--- src/rtl/mc_ctrl_gen2.sv ---
// mc_ctrl_gen2: multi-cycle controller FSM for the accumulator microprocessor.
// Decodes the 8-bit IR and drives the datapath control strobes, with optional
// memory wait states, illegal-opcode reporting and a resumable HALT.
//
// Handshake: a memory-access state completes on the first cycle mem_ready=1;
// while mem_ready=0 the state holds, every write/load strobe is held at 0 and
// the address/data selects stay driven so the memory sees a stable request.
// With WAIT_EN=0, mem_ready is ignored and every access completes at once.
module mc_ctrl_gen2 #(
    parameter int DATA_W  = 8,
    parameter bit WAIT_EN = 1'b1
) (
    input  logic              clk,
    input  logic              reset,
    input  logic [7:0]        instr,
    input  logic [DATA_W-1:0] acc,
    input  logic              mem_ready,
    input  logic              resume,
    output logic              IRload,
    output logic              MRload,
    output logic [1:0]        JMPmux,
    output logic              PCload,
    output logic              MemInst,
    output logic              MemWr,
    output logic [1:0]        Asel,
    output logic              Aload,
    output logic              RFwr,
    output logic [2:0]        ALUsel,
    output logic [1:0]        Shiftsel,
    output logic              OutEn,
    output logic              halted,
    output logic              illegal,
    output logic [2:0]        o_dbg_state
);

    typedef enum logic [2:0] {
        S_FETCH  = 3'd0,
        S_DECODE = 3'd1,
        S_EXEC   = 3'd2,
        S_MEMA   = 3'd3,
        S_LDM2   = 3'd4,
        S_STM2   = 3'd5,
        S_HALT   = 3'd6
    } state_t;

    state_t r_state;
    state_t w_next;

    logic [3:0] w_op;
    logic [3:0] w_lo;
    logic       w_ready;
    logic       w_zero;
    logic       w_pos;
    logic       w_is_jump;
    logic       w_abs;
    logic       w_take;
    logic       w_defined;
    logic       w_mem_access;
    logic       w_stall;

    assign w_op      = instr[7:4];
    assign w_lo      = instr[3:0];
    assign w_ready   = (WAIT_EN == 1'b0) || mem_ready;
    assign w_zero    = (acc == '0);
    assign w_pos     = !acc[DATA_W-1] && !w_zero;
    assign w_is_jump = (w_op >= 4'h6) && (w_op <= 4'h9);
    assign w_abs     = (w_lo == 4'h0);
    assign w_stall   = w_mem_access && !w_ready;
    assign o_dbg_state = r_state;

    // Jump condition, evaluated on the accumulator during EXEC.
    always_comb begin
        w_take = 1'b0;
        case (w_op)
            4'h6:    w_take = 1'b1;
            4'h7:    w_take = w_zero;
            4'h8:    w_take = !w_zero;
            4'h9:    w_take = w_pos;
            default: w_take = 1'b0;
        endcase
    end

    // Opcode legality: 0x0 row only has NOP, 0xE row ends at ROTR, 0xF row at HALT.
    always_comb begin
        w_defined = 1'b1;
        case (w_op)
            4'h0:    w_defined = (w_lo == 4'h0);
            4'hE:    w_defined = (w_lo <= 4'h5);
            4'hF:    w_defined = (w_lo <= 4'h2);
            default: w_defined = 1'b1;
        endcase
    end

    // States that talk to memory and therefore wait on mem_ready.
    always_comb begin
        w_mem_access = 1'b0;
        case (r_state)
            S_FETCH, S_MEMA, S_LDM2, S_STM2: w_mem_access = 1'b1;
            S_EXEC:  w_mem_access = (w_op == 4'h5) || (w_is_jump && w_abs);
            default: w_mem_access = 1'b0;
        endcase
    end

    // State register.
    always_ff @(posedge clk) begin
        if (!reset) begin
            r_state <= S_FETCH;
        end else begin
            r_state <= w_next;
        end
    end

    // Next-state and control-strobe decode.
    always_comb begin
        w_next   = r_state;
        IRload   = 1'b0;
        MRload   = 1'b0;
        JMPmux   = 2'b00;
        PCload   = 1'b0;
        MemInst  = 1'b0;
        MemWr    = 1'b0;
        Asel     = 2'b00;
        Aload    = 1'b0;
        RFwr     = 1'b0;
        ALUsel   = 3'b000;
        Shiftsel = 2'b00;
        OutEn    = 1'b0;
        halted   = 1'b0;
        illegal  = 1'b0;

        case (r_state)
            S_FETCH: begin
                IRload = 1'b1;
                PCload = 1'b1;
                w_next = S_DECODE;
            end
            S_DECODE: begin
                if (instr == 8'hF2) begin
                    w_next = S_HALT;
                end else if (w_op == 4'h3 || w_op == 4'h4) begin
                    w_next = S_MEMA;
                end else if (w_defined) begin
                    w_next = S_EXEC;
                end else begin
                    illegal = 1'b1;
                    w_next  = S_FETCH;
                end
            end
            S_EXEC: begin
                w_next = S_FETCH;
                case (w_op)
                    4'h1: begin Asel = 2'b01; Aload = 1'b1; end
                    4'h2: RFwr = 1'b1;
                    4'h5: begin PCload = 1'b1; Asel = 2'b11; Aload = 1'b1; end
                    4'h6, 4'h7, 4'h8, 4'h9: begin
                        if (w_abs) begin
                            // Not-taken absolute jump still steps over its address byte.
                            PCload = 1'b1;
                            JMPmux = w_take ? 2'b01 : 2'b00;
                        end else if (w_take) begin
                            PCload = 1'b1;
                            JMPmux = instr[3] ? 2'b10 : 2'b11;
                        end
                    end
                    4'hA: begin Aload = 1'b1; ALUsel = 3'b001; end
                    4'hB: begin Aload = 1'b1; ALUsel = 3'b010; end
                    4'hC: begin Aload = 1'b1; ALUsel = 3'b100; end
                    4'hD: begin Aload = 1'b1; ALUsel = 3'b101; end
                    4'hE: begin
                        case (w_lo)
                            4'h0: begin Aload = 1'b1; ALUsel   = 3'b011; end
                            4'h1: begin Aload = 1'b1; ALUsel   = 3'b110; end
                            4'h2: begin Aload = 1'b1; ALUsel   = 3'b111; end
                            4'h3: begin Aload = 1'b1; Shiftsel = 2'b01;  end
                            4'h4: begin Aload = 1'b1; Shiftsel = 2'b10;  end
                            4'h5: begin Aload = 1'b1; Shiftsel = 2'b11;  end
                            default: ;
                        endcase
                    end
                    4'hF: begin
                        if (w_lo == 4'h0) begin
                            Asel  = 2'b10;
                            Aload = 1'b1;
                        end else if (w_lo == 4'h1) begin
                            OutEn = 1'b1;
                        end
                    end
                    default: ;
                endcase
            end
            S_MEMA: begin
                MRload = 1'b1;
                PCload = 1'b1;
                w_next = (w_op == 4'h3) ? S_LDM2 : S_STM2;
            end
            S_LDM2: begin
                MemInst = 1'b1;
                Asel    = 2'b11;
                Aload   = 1'b1;
                w_next  = S_FETCH;
            end
            S_STM2: begin
                MemInst = 1'b1;
                MemWr   = 1'b1;
                w_next  = S_FETCH;
            end
            S_HALT: begin
                halted = 1'b1;
                if (resume) begin
                    w_next = S_FETCH;
                end
            end
            default: w_next = S_FETCH;
        endcase

        // Stalled memory access: hold the state and every strobe, keep selects.
        if (w_stall) begin
            w_next = r_state;
            IRload = 1'b0;
            MRload = 1'b0;
            PCload = 1'b0;
            MemWr  = 1'b0;
            Aload  = 1'b0;
            RFwr   = 1'b0;
        end

        // Reset silences every output, including the status flags.
        if (!reset) begin
            IRload   = 1'b0;
            MRload   = 1'b0;
            JMPmux   = 2'b00;
            PCload   = 1'b0;
            MemInst  = 1'b0;
            MemWr    = 1'b0;
            Asel     = 2'b00;
            Aload    = 1'b0;
            RFwr     = 1'b0;
            ALUsel   = 3'b000;
            Shiftsel = 2'b00;
            OutEn    = 1'b0;
            halted   = 1'b0;
            illegal  = 1'b0;
        end
    end

endmodule

--- config.mk ---
export PLATFORM = sky130hd
export DESIGN_NAME = mc_ctrl_gen2
export DESIGN_NICKNAME = d
export VERILOG_FILES = /design/src/rtl/mc_ctrl_gen2.sv
export SDC_FILE = /design/constraint.sdc
export NUM_CORES = 1
export LEC_CHECK = 0
export ABC_AREA = 1
export BUFFER_PORTS_ARGS = -buffer_cell sky130_fd_sc_hd__buf_2
export CORE_ASPECT_RATIO = 0.75
export CORE_MARGIN = 2
export CORE_UTILIZATION = 40
export DETAILED_ROUTE_END_ITERATION = 12
export GPL_TIMING_DRIVEN = 1
export PLACE_DENSITY = 0.73
export REMOVE_ABC_BUFFERS = 1
export SYNTH_ARGS = -nofsm -noshare
export SYNTH_HDL_FRONTEND = slang
export SYNTH_SLANG_ARGS = --single-unit
--- constraint.sdc ---
create_clock -name clk -period 1.6 [get_ports clk]
set_input_delay 0.08 -clock clk [delete_from_list [all_inputs] [get_ports clk]]
set_output_delay 0.08 -clock clk [all_outputs]
set_load 0.005 [all_outputs]
======== Yosys cells after proc, flatten, opt, wreduce, memory -nomap -nowiden ========
Cells that the tools add are included.
storage, ports and cells
  register bits ........................... 3
  bits of input ports ..................... 20
  output and inout bits ................... 22
  logic and storage cells ................. 121
operators by class
  $lt $le $gt $ge ......................... 4
  equal/unequal tests ..................... 28
  muxes and demuxes ....................... 67
  bitwise operators ....................... 1
  reduce and logical (&&, ||, !) cells .... 20
operators with widths
  cell                                                                   count
  1-bit two-way mux                                                      38
  4-bit equality test, second input constant                             8
  4-bit by 3-bit equality test with 1-bit output, second input constant  6
  2-bit two-way mux                                                      12
  4-bit by 2-bit equality test with 1-bit output, second input constant  4
  3-bit one-hot mux with 5 select lines                                  1
  3-bit two-way mux                                                      4
  2-bit one-hot mux with 3 select lines                                  2
  3-bit one-hot mux with 4 select lines                                  1
  6-bit OR reduction                                                     2
  3-bit equality test, second input constant                             3
  3-bit one-hot mux with 3 select lines                                  1
  4-bit by 1-bit equality test with 1-bit output, second input constant  2
  8-bit equality test, second input constant                             1
  4-bit logical NOT                                                      2
  8-bit logical NOT                                                      1
  1-bit one-hot mux with 2 select lines                                  4
  4-bit OR reduction                                                     2
  3-bit by 2-bit equality test with 1-bit output, second input constant  2
  1-bit one-hot mux with 3 select lines                                  2
  4-bit by 3-bit >= comparator with 1-bit output, second input constant  1
  4-bit by 2-bit <= comparator with 1-bit output, second input constant  1
  4-bit by 3-bit <= comparator with 1-bit output, second input constant  1
  4-bit <= comparator, second input constant                             1
  other kinds (11)                                                       18

======== Logic depth before layout (Yosys ltp) ========
Gate-level depths: netlist of run 1.
  word-level depth ........................ 10
  depth in mapped cells ................... 12
  depth with buffers taken out ............ 12

======== Worst setup path before layout of run 1 ========
OpenSTA, ideal clock, no wires.
  path type ............................... register to output
  start ................................... register r_state[2] (netlist: o_dbg_state[2])
  end ..................................... output Asel[1]
  arrival time ............................ 1.190 ns
  required time ........................... 1.520 ns
  slack ................................... 0.330 ns
  stages on the path, launching flop included .. 9
  buffers on the path ..................... 0
  path through ............................ dfxtp_1 -> inv_2 -> nor2_2 -> inv_1 -> nor2_1 -> inv_2 -> a21oi_2 -> a21oi_1 -> a31oi_1
between the ends
  longest elaborated chain between the ends .. 3
  elaborated cells between the ends (all ways) .. 4
  classes of those cells .................. eq/ne: 2; mux: 2
RTL lines
  item                                                                                   line  RTL
  from (decl)                                                                            46    state_t r_state;
  from (signal assigned)                                                                 109   r_state <= w_next;
  3-bit equality test or 3-bit by 2-bit equality test with 1-bit output (tied branches)  131   case (r_state)
  2-bit one-hot mux with 2 select lines (*)                                              131
  2-bit two-way mux (*)                                                                  228   if (!reset) begin
  to (decl)                                                                              25    output logic [1:0] Asel,
Every way passes the cells marked *; elsewhere a longest branch is shown, timed or not.

======== Worst setup path after layout of run 1 ========
  start ................................... register r_state[0] (netlist: o_dbg_state[0])
  end ..................................... output RFwr
between the ends
  longest elaborated chain between the ends .. 6
  elaborated cells between the ends (all ways) .. 11
  classes of those cells .................. eq/ne: 4; mux: 4; reduce/logical: 3
RTL lines
  item                                                                          line  RTL
  3-bit by 2-bit equality test with 1-bit output, or another cell as far along  97    case (r_state)
  4-bit OR reduction                                                            97
  1-bit one-hot mux with 2 select lines                                         97
  1-bit logical AND                                                             68    assign w_stall = w_mem_access && !w_ready;
  1-bit two-way mux (*)                                                         217   if (w_stall) begin
  1-bit two-way mux (*)                                                         228
  to (decl)                                                                     27    output logic RFwr,
Marked as above.

==> out/qor.yml, run 1 <==
outcome:
  status: "complete, but fails checks"
  violations: "negative setup slack"
critical_path:
  required_ns: 1.52
  arrival_ns: 1.56
  endpoint_kind: "output pin"
  path_class: "reg -> out"
  start_kind: "flip-flop"
  crit_fanout: 7
yosys:
  synth_compound_area_share_pct: 17.6
  synthMuxAreaShare_pct: 0
  synth_top_family_by_area: "simple AND/OR/NAND/NOR gates"
  ys_types: 27
  ys_ff_latch: 3
  syn_area_per_cell_um2: 5.35
  ys_seq_area_share_pct: 7.84
  synthCells: 143
  yosys_warnings: 0
  synthSimpleGateAreaFrac_pct: 61.6
  syn_area_um2: 766
  yosys.area_share.adder_pct: 0
  synthXorXnorAreaFrac_pct: 0
floorplan:
  rows: 13
  start_util_pct: 43.2
  die-area_mm2: 0.00228
  die_w_um: 54.5
  die_y_um: 41.9
  core_area_mm2: 0.00177
  ioPinCount: 42
clock_network:
  htree_levels: 1
  clkSinkCount: 3
  cts_inserted_buffers: 3
  clk-insertion-delay-late_ns: 0.24
  clkTransAtPathRegs_ns: 0.04
  root_buffer: "clkbuf_4"
  cts_hold_buf: 0
  cts_buffer_depth: 2
  cts_tree: "built"
global_route:
  antenna_found_initial: 0
  use_met1_pct: 32.5
  busiest_layer: "met1"
  grt.total_usage_pct: 21.1
  grt_pass1_wl_mm: 3.69
  grt_max_degree: 9
  grt_use_met2_pct: 31.1
  grt_overflow_total: 0
  grt_pass1_vias: 900
  use_met3_pct: 5.40
drt:
  final_antenna_net_count: 0
  drc: 0
  routed_wl_mm: 2.56
  drt-initial-drc-count: 50
  via_count: 1108
  viasPerCell: 5.08
  drt-pass1-iter-count: 4
  drt-wirelength-per-cell_um: 11.8
sta:
  finalCritPeriodShare_pct: 102
  drv_slew: 0
  finalSetupViolCount: 3
  hold_viol: 0
  finClkSkew_ns: 0.00951
  rsz0062_at_grt: "yes"
  timing.final.crit_period_ns: 1.64
  tightest_slew_ns: 0.345
  setup_tns_ns: -0.0919
  max-slew-margin-rel_pct: 76.7
  setup_ws_ns: -0.0361
  fmax_mhz: 611
power:
  peakVddDrop_mv: 0.712
  powerDensity_mw_per_mm2: 1000
  power_leakage_nw: 0.626
layout:
  layout-drive-gt1-share_pct: 46.4
  diodes: 0
  fin_util_pct: 64.1
  largest_reg_flops: 3
  nFillCells: 179
  nets: 217
  stdcell_count: 218
  syn2layout_area_growth_pct: 48.5
placement:
  place_ws_ns: 0.132
  dpl.hpwl_mm: 2.01
  gp_congestion: 0.914
  numPlacedInstances: 208
  portBuffers: 41
run:
  drv_cap: 0
min_path:
  hold_path.class: "in -> reg"
[cells in the final DEF (no fill, tap or decap)]
cell,netlist,final
inv_1,15,14
nand2_2,4,3
and2_1,1,1
clkinv_2,1,1
nor2_1,24,21
a21oi_1,8,8
nand2_4,3,4
a2111oi_4,1,1
a21oi_2,1,1
nor4_2,0,1
o21ai_0,5,5
o21ai_1,1,1
inv_2,10,9
nand3_2,3,3
nand2_1,30,30
nor2_4,2,3
or3_1,1,1
nand3b_1,1,1
o22ai_1,1,1
dfxtp_2,0,1
nand4_1,2,2
a22oi_1,1,1
buf_4,0,8
nand3_1,8,8
nor4_1,3,1
nor3_1,7,7
dfxtp_4,0,2
nor2_2,5,7
clkbuf_1,0,1
a31oi_1,1,1
inv_4,0,2
nor4_4,0,1
a221oi_1,1,1
clkbuf_4,0,3
buf_2,0,41
[critical path, stage by stage, from the launching register on]
cell,delay (ns)
dfxtp_4,0.37
inv_4,0.08
nand2_4,0.06
nor2_4,0.17
inv_2,0.08
nor2_4,0.14
inv_4,0.08
nor4_4,0.19
buf_2,0.14
[where the power goes]
group          internal (mW)  leakage, nW  switching (mW)  total, mW
Combinational          0.337        0.585           0.471      0.808
Sequential             0.123       0.0264          0.0691      0.192
Clock                 0.0940       0.0150          0.0475      0.142
[kinds of logic after synthesis]
group                  after synthesis
AOI/OAI and AO/OA                   20
buffers and inverters               26
DFF                                  3
and+or+nand+nor                     94
[through the flow]
stage / power [mW] / cell area [µm²] / hold WS [ns]
6_report: 1.14 / 1140 / 0.124
5_1_grt: 1.24 / 1140 / 0.112
4_1_cts: 1.00 / 1050 / 0.119
3_5_place_dp: 0.835 / 1010 / 0.382
3_3_place_gp: 0.818 / 1010 / 0.377
2_1_floorplan: 0.618 / 766 / 0.191
[final timing paths]
check	slack, ns	to	cells after the start	from
max reg2reg	0.13	o_dbg_state[2]	12	o_dbg_state[0]
min reg2reg	0.59	o_dbg_state[0]	2	o_dbg_state[0]
max	-0.04	RFwr	8	o_dbg_state[0]
min	0.12	o_dbg_state[1]	3	reset
[Yosys cell counts]
library cell | number | area [µm²]
and2_1 | 1 | 6.26
a31oi_1 | 1 | 6.26
nor2_4 | 2 | 22.5
nor2_1 | 24 | 90.1
dfxtp_1 | 3 | 60.1
a21oi_1 | 8 | 40.0
nor2_2 | 5 | 31.3
nand2_4 | 3 | 33.8
o21ai_1 | 1 | 5.00
o22ai_1 | 1 | 6.26
a21oi_2 | 1 | 8.76
a2111oi_4 | 1 | 27.5
nand2_1 | 30 | 113
clkinv_2 | 1 | 5.00
nand2_2 | 4 | 25.0
inv_1 | 15 | 56.3
nand3b_1 | 1 | 7.51
nand3_1 | 8 | 40.0
nand3_2 | 3 | 30.0
inv_2 | 10 | 37.5
or3_1 | 1 | 6.26
nor4_1 | 3 | 18.8
nor3_1 | 7 | 35.0
nand4_1 | 2 | 12.5
o21ai_0 | 5 | 25.0
a221oi_1 | 1 | 8.76
a22oi_1 | 1 | 7.51
[cell type report]
cell class,count,area (µm²),share of cell area (%)
Clock buffer,4,26.3,2.31
Inverter,26,104,9.13
Multi-Input combinational cell,114,646,56.8
Sequential cell,3,68.8,6.05
Tap cell,22,27.5,2.42
Timing Repair Buffer,49,265,23.3
[metal layers]
layer / vias to the layer above / part of all wire, %
met1: 492 / 50
met5: - / 0
met4: 0 / 0.55
li1: 573 / -
met2: 41 / 44
met3: 2 / 5.2
[timing repair]
action	CTS	global route
setup endpoints to repair	13	13
setup buffers	0	6
pin swaps	0	4
resized for setup	5	11
Note: power is estimated with default switching activity, not from simulation.
==> run 2, diff against run 1 <==
--- a/config.mk
+++ b/config.mk
@@ -13,6 +13,7 @@
 export DETAILED_ROUTE_END_ITERATION = 12
 export GPL_TIMING_DRIVEN = 1
 export PLACE_DENSITY = 0.73
+export RECOVER_POWER = 50
 export REMOVE_ABC_BUFFERS = 1
 export SYNTH_ARGS = -nofsm -noshare
 export SYNTH_HDL_FRONTEND = slang
==> constraint.sdc (replaced) <==
create_clock -name clk -period 1.6 [get_ports clk]
set_input_delay 0.24 -clock clk [delete_from_list [all_inputs] [get_ports clk]]
set_output_delay 0.24 -clock clk [all_outputs]
set_load 0.005 [all_outputs]
==> run 2 against run 1 <==
Net effect: the run still ends with negative setup slack left; non-clock buffer count up 15; first-iteration DRC count up 150%; count of clock-buffer cells in the layout unchanged; maximum frequency down 6.8%; register-to-register slack worse by 0.05 ns; critical path depth down 1; final cell count up 6.9%; sequential share of layout area down 0.76 points; routed wire length up 30%; die area unchanged; flip-flop and latch count unchanged; critical endpoint is now Asel[1]; largest power group unchanged; highest routed layer unchanged.
==> out/qor.yml, run 2 (synthesis gave the netlist of run 1 again) <==
global_route:
  antenna_found_initial: 0
  grt_pass1_vias: 1067
  grt_overflow_total: 0
  grt.total_usage_pct: 29.2
  grt_pass1_wl_mm: 4.88
  grt_max_degree: 8
power:
  powerDensity_mw_per_mm2: 1210
  peakVddDrop_mv: 0.856
  power_leakage_nw: 0.701
floorplan:
  die-area_mm2: 0.00228
  die_y_um: 41.9
  rows: 13
  die_w_um: 54.5
  ioPinCount: 42
  core_area_mm2: 0.00177
  start_util_pct: 43.2
min_path:
  hold_path.class: "in -> reg"
sta:
  rsz0062_at_grt: "yes"
  hold_viol: 0
  drv_slew: 0
  max-slew-margin-rel_pct: 76.2
  finClkSkew_ns: 0.0102
  tightest_slew_ns: 0.354
  finalCritPeriodShare_pct: 110
  setup_ws_ns: -0.155
  fmax_mhz: 570
  timing.final.crit_period_ns: 1.75
  finalSetupViolCount: 17
placement:
  dpl.hpwl_mm: 1.97
  gp_congestion: 0.933
  numPlacedInstances: 211
  portBuffers: 41
clock_network:
  root_buffer: "clkbuf_4"
  clkSinkCount: 3
  cts_inserted_buffers: 3
  htree_levels: 1
  cts_tree: "built"
  clkTransAtPathRegs_ns: 0.05
  cts_hold_buf: 0
  cts_buffer_depth: 2
  clk-insertion-delay-late_ns: 0.26
drt:
  drt-initial-drc-count: 123
  viasPerCell: 5.65
  drt-wirelength-per-cell_um: 14.3
  final_antenna_net_count: 0
  via_count: 1317
  routed_wl_mm: 3.34
  drc: 0
  drt-pass1-iter-count: 8
critical_path:
  cp_slowest_stage_delay_ns: 0.42
  crit_chain: "nand2_4 > nor2_4 > nand2_1 > a21oi_2 > a21oi_1 > a31oi_1 > buf_2"
  arrival_ns: 1.51
  path_class: "reg -> out"
  start_kind: "flip-flop"
  crit_fanout: 6
  required_ns: 1.36
  endpoint_kind: "output pin"
  cpMaxStageDelayCell: "dfxtp_4"
layout:
  fin_util_pct: 73.3
  syn2layout_area_growth_pct: 69.8
  nFillCells: 121
  nets: 232
  layout-drive-gt1-share_pct: 55.0
  stdcell_count: 233
  final_common_cell: "buf_2"
  diodes: 0
  largest_reg_flops: 3
  final_cell_mix: "buf_2, nand2_1, buf_4"
outcome:
  violations: "negative setup slack"
  status: "complete, but fails checks"
run:
  drv_cap: 0
run 2: report_power, final:
group          internal, mW  switching (mW)
sequential            0.123          0.0653
clock                0.0945          0.0552
combinational         0.582           0.648
total                 0.799           0.768
run 2: what timing repair did:
item,in CTS,in global routing
resized for setup,21,10
setup buffers,11,7
gates cloned,0,0
pin swaps,8,5
setup endpoints to repair,17,17
run 2: path summary, 6_finish.rpt:
check                      start              to  slack (ns)  depth (start not counted)
hold / removal             reset  o_dbg_state[0]        0.27                          3
setup reg to reg  o_dbg_state[1]  o_dbg_state[1]        0.08                         11
hold reg to reg   o_dbg_state[1]  o_dbg_state[1]        0.68                          4
setup / recovery  o_dbg_state[1]         Asel[1]       -0.15                          7
run 2: metal layers:
layer	GRT usage [%]	up-vias	wire (µm)
met5	0	-	0
met4	12.5	0	175
met3	8.63	24	406
met2	44.3	118	1480
met1	37.5	568	1280
li1	-	607	-
run 2: per-stage QoR:
stage	hold WS (ns)	setup WS (ns)	area, µm²	setup TNS, ns	power, mW
detailed placement	0.534	0.0487	1040	0	0.868
finish	0.269	-0.155	1300	-1.44	1.57
CTS	0.273	-0.109	1210	-0.617	1.33
global placement	0.538	0.0572	1040	0	0.859
global route	0.318	-0.220	1300	-2.44	1.66
floorplan	0.360	0.170	766	0	0.618
run 2: final cells by class:
class                      instances  area, µm²  share of cell area, %
clock buffer                       4       26.3                   2.02
multi-input combinational        114        683                   52.6
sequential                         3       68.8                   5.29
tap                               22       27.5                   2.12
timing repair buffer              64        388                   29.8
inverter                          26        106                   8.18
run 2: worst max-delay path: cells and delay by family, from the launching register on:
family          cells  cell delay [ns]
buf+inv             1             0.13
simple gates        3             0.32
compound gates      3             0.38
flops               1             0.42
